--- src/rtl/mult_pkg.sv ---
`default_nettype none
// +----------------------------------------------------------------------------+
// | Module   : mult_pkg                                                         |
// | Brief    : Shared width default and FSM state encoding for mult_seq_ctrl.  |
// | Revision : 1.0  initial release                                             |
// +----------------------------------------------------------------------------+
package mult_pkg;

  localparam int c_WIDTH_DEFAULT = 8;

  typedef enum logic [1:0] {
    IDLE = 2'd0,
    RUN  = 2'd1,
    DONE = 2'd2
  } mult_state_e;

  // Plain-vector aliases of the enum for legacy-compatible state registers.
  localparam logic [1:0] c_ST_IDLE = 2'(IDLE);
  localparam logic [1:0] c_ST_RUN  = 2'(RUN);
  localparam logic [1:0] c_ST_DONE = 2'(DONE);

endpackage
`default_nettype wire

--- src/rtl/mult_seq_ctrl_if.sv ---
`default_nettype none
// +----------------------------------------------------------------------------+
// | Module   : mult_seq_ctrl_if                                                 |
// | Brief    : Operand/product handshake bundle for the sequential multiplier. |
// | Revision : 1.0  initial release                                             |
// +----------------------------------------------------------------------------+
interface mult_seq_ctrl_if
  import mult_pkg::*;
#(
  parameter int WIDTH = c_WIDTH_DEFAULT
);

  logic               in_valid;
  logic               in_ready;
  logic [WIDTH-1:0]   x;
  logic [WIDTH-1:0]   y;
  logic               out_valid;
  logic               out_ready;
  logic [2*WIDTH-1:0] product;
  logic               busy;
  logic               add_en;

  modport master (
    output in_valid, x, y, out_ready,
    input  in_ready, out_valid, product, busy, add_en
  );

  modport slave (
    input  in_valid, x, y, out_ready,
    output in_ready, out_valid, product, busy, add_en
  );

endinterface
`default_nettype wire

--- src/rtl/mult_row_add.sv ---
`default_nettype none
// +----------------------------------------------------------------------------+
// | Module   : mult_row_add                                                     |
// | Brief    : Gated partial-product row adder (acc + row when enabled).       |
// | Revision : 1.0  initial release                                             |
// +----------------------------------------------------------------------------+
module mult_row_add
  import mult_pkg::*;
#(
  parameter int WIDTH = c_WIDTH_DEFAULT
) (
  input  wire logic               i_en,
  input  wire logic [2*WIDTH-1:0] i_acc,
  input  wire logic [2*WIDTH-1:0] i_row,
  output logic      [2*WIDTH-1:0] o_sum
);

  // Operands are bounded so the 2*WIDTH sum can never carry out.
  always_comb begin
    o_sum = i_acc;
    if (i_en) begin
      o_sum = i_acc + i_row;
    end
  end

endmodule
`default_nettype wire

--- src/rtl/mult_seq_ctrl.sv ---
`default_nettype none
// +----------------------------------------------------------------------------+
// | Module   : mult_seq_ctrl                                                    |
// | Brief    : Shift-and-add unsigned multiplier with early termination.       |
// | Revision : 1.0  initial release                                             |
// +----------------------------------------------------------------------------+
module mult_seq_ctrl
  import mult_pkg::*;
#(
  parameter int WIDTH = c_WIDTH_DEFAULT
) (
  input  wire logic     clk,
  input  wire logic     rst_n,
  mult_seq_ctrl_if.slave bus
);

  logic [1:0]         r_state;
  logic [1:0]         w_state_nxt;
  logic [2*WIDTH-1:0] r_acc;
  logic [2*WIDTH-1:0] r_x;
  logic [WIDTH-1:0]   r_y;
  logic [WIDTH-1:0]   w_y_shift;
  logic [2*WIDTH-1:0] w_sum;
  logic               w_accept;
  logic               w_zero_op;
  logic               w_add_en;

  assign w_accept  = bus.in_valid && (r_state == c_ST_IDLE);
  assign w_zero_op = (bus.x == '0) || (bus.y == '0);
  assign w_add_en  = (r_state == c_ST_RUN) && r_y[0];
  assign w_y_shift = r_y >> 1;

  mult_row_add #(
    .WIDTH (WIDTH)
  ) u_row_add (
    .i_en  (w_add_en),
    .i_acc (r_acc),
    .i_row (r_x),
    .o_sum (w_sum)
  );

  always_comb begin
    w_state_nxt = r_state;
    case (r_state)
      c_ST_IDLE: begin
        if (w_accept) begin
          w_state_nxt = w_zero_op ? c_ST_DONE : c_ST_RUN;
        end
      end
      c_ST_RUN: begin
        // Leave as soon as no multiplier bits remain to be consumed.
        if (w_y_shift == '0) begin
          w_state_nxt = c_ST_DONE;
        end
      end
      c_ST_DONE: begin
        if (bus.out_ready) begin
          w_state_nxt = c_ST_IDLE;
        end
      end
      default: w_state_nxt = c_ST_IDLE;
    endcase
  end

  always_ff @(posedge clk or negedge rst_n) begin
    if (!rst_n) begin
      r_state <= c_ST_IDLE;
    end else begin
      r_state <= w_state_nxt;
    end
  end

  // Operand shift registers: loaded on accept, shifted only while running.
  always_ff @(posedge clk or negedge rst_n) begin
    if (!rst_n) begin
      r_x <= '0;
      r_y <= '0;
    end else if (w_accept) begin
      r_x <= {{WIDTH{1'b0}}, bus.x};
      r_y <= bus.y;
    end else if (r_state == c_ST_RUN) begin
      r_x <= r_x << 1;
      r_y <= w_y_shift;
    end
  end

  // Accumulator is only clocked on accept-clear or on an actual row add.
  always_ff @(posedge clk or negedge rst_n) begin
    if (!rst_n) begin
      r_acc <= '0;
    end else if (w_accept) begin
      r_acc <= '0;
    end else if (w_add_en) begin
      r_acc <= w_sum;
    end
  end

  assign bus.in_ready  = (r_state == c_ST_IDLE);
  assign bus.out_valid = (r_state == c_ST_DONE);
  assign bus.busy      = (r_state == c_ST_RUN) || (r_state == c_ST_DONE);
  assign bus.add_en    = w_add_en;
  assign bus.product   = r_acc;

endmodule
`default_nettype wire
--- src/flat_wrapper.sv ---
// flat-port wrapper written by rule: the top's interface ports become plain ports
module mult_seq_ctrl_flat import mult_pkg::*;
#(
  parameter int WIDTH = c_WIDTH_DEFAULT
)
  (clk, rst_n, bus_in_valid, bus_x, bus_y, bus_out_ready, bus_in_ready, bus_out_valid, bus_product, bus_busy, bus_add_en);
  mult_seq_ctrl_if #(.WIDTH(WIDTH)) bus_i ();
  input  wire logic clk;
  input  wire logic rst_n;
  input wire logic [$bits(bus_i.in_valid)-1:0] bus_in_valid;
  input wire logic [$bits(bus_i.x)-1:0] bus_x;
  input wire logic [$bits(bus_i.y)-1:0] bus_y;
  input wire logic [$bits(bus_i.out_ready)-1:0] bus_out_ready;
  output wire logic [$bits(bus_i.in_ready)-1:0] bus_in_ready;
  output wire logic [$bits(bus_i.out_valid)-1:0] bus_out_valid;
  output wire logic [$bits(bus_i.product)-1:0] bus_product;
  output wire logic [$bits(bus_i.busy)-1:0] bus_busy;
  output wire logic [$bits(bus_i.add_en)-1:0] bus_add_en;
  assign bus_i.in_valid = bus_in_valid;
  assign bus_i.x = bus_x;
  assign bus_i.y = bus_y;
  assign bus_i.out_ready = bus_out_ready;
  assign bus_in_ready = bus_i.in_ready;
  assign bus_out_valid = bus_i.out_valid;
  assign bus_product = bus_i.product;
  assign bus_busy = bus_i.busy;
  assign bus_add_en = bus_i.add_en;
  mult_seq_ctrl #(.WIDTH(WIDTH)) u_core (.clk(clk), .rst_n(rst_n), .bus(bus_i));
endmodule
--- config.mk ---
export PLATFORM = sky130hd
export DESIGN_NAME = mult_seq_ctrl_flat
export DESIGN_NICKNAME = d
export VERILOG_FILES = /design/src/rtl/mult_pkg.sv /design/src/rtl/mult_seq_ctrl_if.sv /design/src/rtl/mult_row_add.sv /design/src/rtl/mult_seq_ctrl.sv /design/src/flat_wrapper.sv
export SDC_FILE = /design/constraint.sdc
export NUM_CORES = 1
export LEC_CHECK = 0
export CAP_MARGIN = 20
export CELL_PAD_IN_SITES_DETAIL_PLACEMENT = 0
export CELL_PAD_IN_SITES_GLOBAL_PLACEMENT = 2
export CORE_ASPECT_RATIO = 1.1
export CORE_MARGIN = 5
export CORE_UTILIZATION = 30
export CTS_CLUSTER_SIZE = 12
export DETAILED_ROUTE_END_ITERATION = 10
export PLACE_DENSITY = 0.88
export SLEW_MARGIN = 40
export SYNTH_ARGS = -nofsm -noshare
export SYNTH_HDL_FRONTEND = slang
export SYNTH_SLANG_ARGS = --single-unit
--- constraint.sdc ---
create_clock -name clk -period 2 [get_ports clk]
set_input_delay 0.4 -clock clk [delete_from_list [all_inputs] [get_ports clk]]
set_output_delay 0.4 -clock clk [all_outputs]
set_load 0.005 [all_outputs]
==> Word-level counts from Yosys, hierarchy flattened <==
Cells that the tools add are included.
{ "classes": {"reduce_logical": 11, "n_eq_ne": 5, "n_mux": 11, "addsub": 1} }
{ "op_table": {"columns": ["operator", "count"], "rows": [
  ["$mux 16", 4],
  ["$logic_not 8->1", 3],
  ["$add 16x16->16", 1],
  ["$mux 8", 2],
  ["$mux 2", 4],
  ["$pmux 2 s3", 1],
  ["$ne 2x1->1 const B", 2],
  ["$reduce_bool 2->1", 2],
  ["$reduce_and 3->1", 1],
  ["$eq 2x1->1 const B", 1],
  ["$eq 2x2->1 const B", 1],
  ["$logic_and 1x1->1", 2],
  ["$logic_not 2->1", 1],
  ["$logic_or 1x1->1", 2],
  ["$ne 2x2->1 const B", 1]
]} }
{ "totals": {"reg_bits": 42, "input_bits": 20, "word_cells": 32, "out_inout_bits": 20} }

==> Logic depth before layout (Yosys ltp) <==
Gate-level depths: netlist (run 1).
{ "depth": {"word_depth": 5, "depth_mapped": 9, "depth_no_buf": 8} }

==> Modules after synthesis <==
A second synthesis (run 1) with hierarchy kept.
{ "hier_totals": {"hier_cells": 305, "area_unflattened_um2": 2867.8} }
{ "by_module_without_submodules": {"columns": ["mod", "seq_area_each_um2", "cells_per_inst", "n_inst", "area_per_inst_um2"], "rows": [
  ["mult_seq_ctrl", 1051.0, 190, 1, 1905.6],
  ["mult_row_add", 0.0, 115, 1, 962.2]
]} }

==> Worst setup path after synthesis (run 1) <==
No wires, ideal clock.
{ "synth_path": {"path_kind": "reg2reg", "start": "register u_core.r_acc[0], in the netlist u_core.bus.product[0]", "end": "register u_core.r_acc[14], in the netlist u_core.bus.product[14]", "n_path_buf": 0, "arrival_ns": 2.045, "required_ns": 1.863, "setup_time_ns": 0.137, "setup_slack_ns": -0.181, "period_less_slack_ns": 2.181, "stages_incl_launch_ff": 9, "cell_sequence": "dfrtp_1 -> ha_1 -> fa_1 -> a21o_2 -> a21oi_1 -> o21ai_0 -> a21oi_1 -> o31a_1 -> o311ai_1"} }
{ "synth_via": {"elab_chain_len": 3} }
{ "synth_rtl": {"columns": ["item", "line_no", "source"], "rows": [
  ["start, declared", "mult_seq_ctrl.sv:19", "logic [2*WIDTH-1:0] r_acc;"],
  ["start signal, assigned", "mult_seq_ctrl.sv:94", "r_acc <= w_sum;"],
  ["$add 16x16->16", "mult_row_add.sv:22", "o_sum = i_acc + i_row;"],
  ["$mux 16", "mult_seq_ctrl.sv:93", "end else if (w_add_en) begin"],
  ["$mux 16", "mult_seq_ctrl.sv:91", "end else if (w_accept) begin"]
]} }
Every way passes these cells. The select of a mux whose other input is x is not followed.
A chain may end at the register's enable or synchronous reset.

==> Worst setup path in the final report (run 1) <==
{ "layout_path": {"start": "register u_core.r_acc[1], in the netlist u_core.bus.product[1]", "end": "register u_core.r_acc[15], in the netlist u_core.bus.product[15]"} }
Same word-level chain as after synthesis.

==> results.cfg, run 1 <==
[outcome]
outcome = complete, but fails checks
failed_checks = negative setup slack

[critical_path]
regToRegEndpoint = u_core.bus.product[15]
cp.arrival_ns = 2.21
endpoint = u_core.bus.product[15]
worstRegToRegCells = 7
reg2reg_from = u_core.bus.product[1]
critPathMaxFanout = 3
regToRegSetupSlack_ns = -0.03
data_required_time_at_the_worst_endpoint_ns = 2.18
worstSetupStartpoint = u_core.bus.product[1]
cp-end-kind = flip-flop
startpoint_type = flip-flop
critical_setup_path_kind = reg -> reg

[pwr]
p_clk_share_pct = 13.9
p_switching_mw = 1.90
internal_power_mw = 3.00
pwr-share-comb_pct = 57.3
static-leakage-power_nw = 1.65
power_density_nw_per_um2 = 1310
swShare_pct = 38.7
power.ir.vdd_worst_mv = 0.557
seq_power_share_pct = 28.8

[timing]
timing.setup.tns_ns = -0.0292
timing_worst_slew_pin_value_ns = 0.637
setup_viol = 1
final_max_slew_viols = 0
hold_violations = 0
finalWorstSetupSlack_ns = -0.0292
timing.final.crit_share_pct = 101
clock-skew-final_ns = 0.00657
rsz0062_at_grt = yes
period_needed_ns = 2.03
max-slew-margin-rel_pct = 57.5
fmax_ghz = 0.493

[clock_tree]
max_root_sink_buffers = 2
clk_pin_slew_worst_paths_ns = 0.09
cts.sinks = 42
cts_tree = done
clock_tree.root_cell = sky130_fd_sc_hd__clkbuf_8
numCtsBuffers = 5
clk_latency_ns = 0.30
htreeDepth = 2

[global_route]
grt_max_degree = 46
grt_antenna_before_repair = 0
first_pass_grt_wire_length_mm = 11.8
grt_use_total_pct = 13.8
grt_pass1_vias = 2462
overflow = 0

[finish]
design.final.nets = 407
drive_gt1_share_pct = 23.6
antennaDiodeCount = 0
most-common-layout-cells = sky130_fd_sc_hd__nand2_1 (52), sky130_fd_sc_hd__buf_4 (50), sky130_fd_sc_hd__dfrtp_1 (42)
area_delta_synth_final_pct = 42.4
mostFrequentLayoutCell = sky130_fd_sc_hd__nand2_1
finalCoreUtilization_pct = 44.2

[synth]
synth_adder_area_share_pct = 9.35
ys_async_sr_fraction_pct = 100
synth_cell_types = 46
xor_and_xnor_area_share_after_synthesis_pct = 3.01
synthCells = 284
postSynth.topFlopCell = sky130_fd_sc_hd__dfrtp_1
synth_top_family_by_area = compound AO/OA/AOI/OAI gates
synthSimpleGateAreaFrac_pct = 17.6
mappedNetlistArea_um2 = 2620
yosysSeqAreaShare_pct = 40.1
synth_compound_area_share_pct = 17.7
avgSynthCellArea_um2 = 9.23
yosys-mux-area-fraction_pct = 9.54
synth.yosys.warnings = 0
synth.ff_latch_count = 42
edff_count_synth = 0
synth_fp_nets = 323

[die]
floorplan.die.width_um = 99.1
die_area_um2 = 10700
fp-row-count = 35
placeableCoreArea_um2 = 8450
chipHeight_um = 108
num_io_pins = 40
initial_util_pct = 31.0

[worst_hold_path]
hold_path.class = in -> async

[job]
maxcap_viol_count = 0

[placement]
post-dp-hpwl_mm = 5.34
port_buffers = 39
place_congestion = 0.830

[routing]
via_count_of_the_routed_design = 2361
drtAntennaViolNets = 0
initialDrtViolationCount = 94
post-route-drc-count = 0
route.detailed.vias_per_inst = 4.92
wl_per_cell_um = 14.8
dr.pass1.iters = 4
totalWireLength_mm = 7.09
synth_stat cells, drive strengths merged (6+ instances only):
library cell  count  share of area [%]
o21ai            21                4.0
ha               18                8.6
nor2             24                3.4
xnor2             7                2.3
a21oi            24                4.6
nand2            52                7.4
clkbuf            6               0.86
dfrtp            42                 40
a21o              6                1.8
buf               6                1.2
mux2i            25                9.5
power groups by stage:
stage | registers (mW) | logic [mW] | clock network, mW
final | 1.41 | 2.81 | 0.682
after floorplan | 1.36 | 1.42 | 0
after global routing | 1.45 | 3.10 | 0.731
after detailed placement | 1.38 | 2.61 | 0
after CTS | 1.41 | 2.79 | 0.700
after global placement | 1.37 | 2.58 | 0
final cells by class:
type	count	area, um2
repair buffers	89	762
multi-input cells	225	1650
inverters	5	18.8
flip-flops and latches	42	1050
well taps	111	139
fillers	837	4720
clock inverters	3	40.0
clock buffers	5	68.8
kinds of logic (layout without fill, tap and decap cells):
logic type	after synthesis	count (layout)
and+or+nand+nor	100	100
AOI/OAI and AO/OA	72	72
adders and majority gates	19	19
buffers and inverters	17	102
muxes	25	25
xor gates and xnor gates	9	9
DFF	42	42
state kept, by name, summed over array words and instances (netlist names):
signal,flops
u_core.r_y,8
u_core.r_x,16
u_core.bus.product,16
u_core.r_state,2
worst min path at each step:
stage | endpoint | startpoint | slack [ns] | cells past startpoint
global route | u_core.r_y[4] | rst_n | 0.17 | 1
global placement | u_core.r_x[4] | rst_n | 0.45 | 1
floorplan | u_core.bus.product[0] | rst_n | 0.10 | 0
detailed placement | u_core.r_x[3] | rst_n | 0.45 | 1
finish | u_core.r_x[5] | rst_n | 0.12 | 1
CTS | u_core.r_y[3] | rst_n | 0.13 | 1
critical path: stages (launching register included):
cell                        delay (ns)
sky130_fd_sc_hd__dfrtp_1          0.42
sky130_fd_sc_hd__ha_4             0.27
sky130_fd_sc_hd__a211oi_4         0.25
sky130_fd_sc_hd__o211ai_2         0.16
sky130_fd_sc_hd__a31oi_2          0.25
sky130_fd_sc_hd__nand4bb_4        0.18
sky130_fd_sc_hd__a21oi_2          0.04
sky130_fd_sc_hd__or3b_1           0.34
layer usage:
metal	vias to the layer above	wire length (um)	GRT usage, %	part of all wire, %
li1	1184	-	-	-
met1	1130	3280	17.7	46
met2	40	3500	23.8	49
met3	7	217	2.26	3.1
met4	0	89	4.20	1.3
met5	-	0	0	0
stage by stage:
step	hold slack [ns]	std cells	cell area [um2]	power [mW]	worst slack [ns]
global placement	0.447	469	3470	3.95	-0.0367
CTS	0.133	479	3700	4.90	-0.0260
global route	0.173	480	3730	5.29	-0.113
finish	0.117	480	3730	4.90	-0.0292
floorplan	0.104	284	2640	2.79	0.00560
detailed placement	0.454	469	3470	3.99	-0.0871
timing repair:
action | CTS | global route
endpoints found under the setup margin | 5 | 11
hold buffers | 0 | 0
pin swaps | 8 | 14
buffers inserted | 2 | 1
gates resized for setup | 17 | 10
Note: power is estimated with default switching activity, not from simulation.
==> run 2, diff against run 1 <==
- CTS_CLUSTER_SIZE: 12 -> 30
==> results of run 2 <==
Same layout as run 1: the final DEF is identical, and so are final timing and power.
==> run 3, diff against run 2 <==
- CTS_CLUSTER_DIAMETER: unset -> 200
- clock period: 2 -> 1.68 ns (I/O delays scaled with it)
==> run 3 against run 2 <==
The flow still finishes with violations (negative setup slack). Non-clock buffer count is 52 higher. Worst setup slack worse by 0.27 ns. Die area stayed put. Clock power is 18% higher. Count of clock-buffer cells in the layout is 2 higher. Worst hold slack worse by 0.016 ns. Fmax is 2.7% higher. Critical path depth stayed put.
==> results.cfg, run 3 (same netlist as run 1, synthesis figures left out) <==
[finish]
drive_gt1_share_pct = 37.5
most-common-layout-cells = sky130_fd_sc_hd__buf_4 (96), sky130_fd_sc_hd__nand2_1 (51), sky130_fd_sc_hd__dfrtp_1 (42)
mostFrequentLayoutCell = sky130_fd_sc_hd__buf_4
design.final.nets = 459
finalCoreUtilization_pct = 50.6
fillers = 762
antennaDiodeCount = 0
design_area_um2 = 4280
area_delta_synth_final_pct = 63.2

[timing]
timing.setup.tns_ns = -2.51
clock-skew-final_ns = 0.00932
max-slew-margin-rel_pct = 63.2
timing_worst_slew_pin_value_ns = 0.552
period_needed_ns = 1.98
finalWorstSetupSlack_ns = -0.297
hold_violations = 0
final_max_slew_viols = 0
setup_viol = 13
fmax_ghz = 0.506
rsz0062_at_grt = yes
timing.final.crit_share_pct = 118

[global_route]
grt_pass1_vias = 2697
grt_antenna_before_repair = 0
first_pass_grt_wire_length_mm = 13.0
grt_max_degree = 43
overflow = 0
grt_use_total_pct = 15.1

[worst_hold_path]
hold_path.class = in -> async

[clock_tree]
cts_tree = done
max_root_sink_buffers = 2
holdBufCountCts = 0
cts.sinks = 42
clock_tree.root_cell = sky130_fd_sc_hd__clkbuf_8
htreeDepth = 2
numCtsBuffers = 5
clk_latency_ns = 0.30
clk_pin_slew_worst_paths_ns = 0.09

[pwr]
power.ir.vdd_worst_mv = 0.605
static-leakage-power_nw = 2.00
power_density_nw_per_um2 = 1550

[placement]
port_buffers = 39
place_congestion = 0.802
post-dp-hpwl_mm = 5.80
detailedPlace.worstSlack_ns = -0.383
placed_area_um2 = 3820

[critical_path]
cp.arrival_ns = 2.16
startpoint_type = flip-flop
critical_setup_path_kind = reg -> reg
data_required_time_at_the_worst_endpoint_ns = 1.86
cp-end-kind = flip-flop
critPathMaxFanout = 3

[routing]
initialDrtViolationCount = 90
via_count_of_the_routed_design = 2599
wl_per_cell_um = 14.8
post-route-drc-count = 0
totalWireLength_mm = 7.89
dr.pass1.iters = 4
route.detailed.vias_per_inst = 4.89
drtAntennaViolNets = 0

[die]
die_area_um2 = 10700
fp-row-count = 35
placeableCoreArea_um2 = 8450
floorplan.die.width_um = 99.1
chipHeight_um = 108
num_io_pins = 40
initial_util_pct = 31.0

[job]
maxcap_viol_count = 0

[outcome]
outcome = complete, but fails checks
failed_checks = negative setup slack
run 3: cell types whose count changed in the layout (fill, tap and decap cells not counted), sizes merged:
cell and delta:
buf +52, clkinv -2, dlymetal6s2s +3, clkdlybuf4s15 +2, clkbuf +3, clkdlybuf4s50 -6
run 3: worst paths after layout:
kind                           startpoint  cells after the start  slack (ns)                     end
min in group clk           u_core.r_x[13]                      2        0.58          u_core.r_x[13]
hold / removal                      rst_n                      2        0.10   u_core.bus.product[0]
setup reg to reg            u_core.r_x[1]                      7       -0.30  u_core.bus.product[15]
max in group asynchronous           rst_n                      2        1.19   u_core.bus.product[5]
setup / recovery            u_core.r_x[1]                      7       -0.30  u_core.bus.product[15]
hold reg to reg            u_core.r_x[13]                      2        0.58          u_core.r_x[13]
run 3: cell type report:
cell class / instances / area, um2 / area share [%]
multi-input combinational: 225 / 1790 / 41.8
timing repair buffer: 141 / 1180 / 27.5
sequential: 42 / 1050 / 24.6
tap: 111 / 139 / 3.25
clock buffer: 7 / 76.3 / 1.78
clock inverter: 1 / 30.0 / 0.702
inverter: 5 / 18.8 / 0.439
run 3: power breakdown:
part | internal (mW) | switching [mW]
sequential | 1.36 | 0.337
clock | 0.445 | 0.357
combinational | 2.30 | 1.86
run 3: per-stage QoR:
| stage | hold WS (ns) | power, mW | std cells |
|---|---|---|---|
| 2_1_floorplan | 0.0404 | 3.40 | 284 |
| 3_3_place_gp | 0.449 | 5.06 | 511 |
| 3_5_place_dp | 0.449 | 5.15 | 511 |
| 4_1_cts | 0.129 | 6.43 | 526 |
| 5_1_grt | 0.171 | 7.13 | 532 |
| 6_report | 0.102 | 6.65 | 532 |
run 3: metal layers:
metal / track usage [%] / vias to the layer above / part of all wire (%) / wire length (um)
met3: 2.00 / 5 / 2.5 / 199
met4: 3.51 / 0 / 1.0 / 82
met1: 18.7 / 1255 / 44 / 3440
met2: 27.8 / 42 / 53 / 4170
li1: - / 1297 / - / -
met5: 0 / - / 0 / 0
run 3: repair_timing:
item / 4_1_cts / 5_1_grt
gates resized for setup: 33 / 27
pin swaps: 26 / 7
endpoints found under the setup margin: 18 / 32
buffers inserted: 7 / 6
run 3: critical path: stages, from the launching register on:
cell and delay [ns]:
sky130_fd_sc_hd__dfrtp_1 0.42, sky130_fd_sc_hd__ha_4 0.30, sky130_fd_sc_hd__a211oi_4 0.06, sky130_fd_sc_hd__o211ai_2 0.25, sky130_fd_sc_hd__a31oi_2 0.13, sky130_fd_sc_hd__nand4bb_4 0.21, sky130_fd_sc_hd__o2111a_1 0.14, sky130_fd_sc_hd__or3b_1 0.35
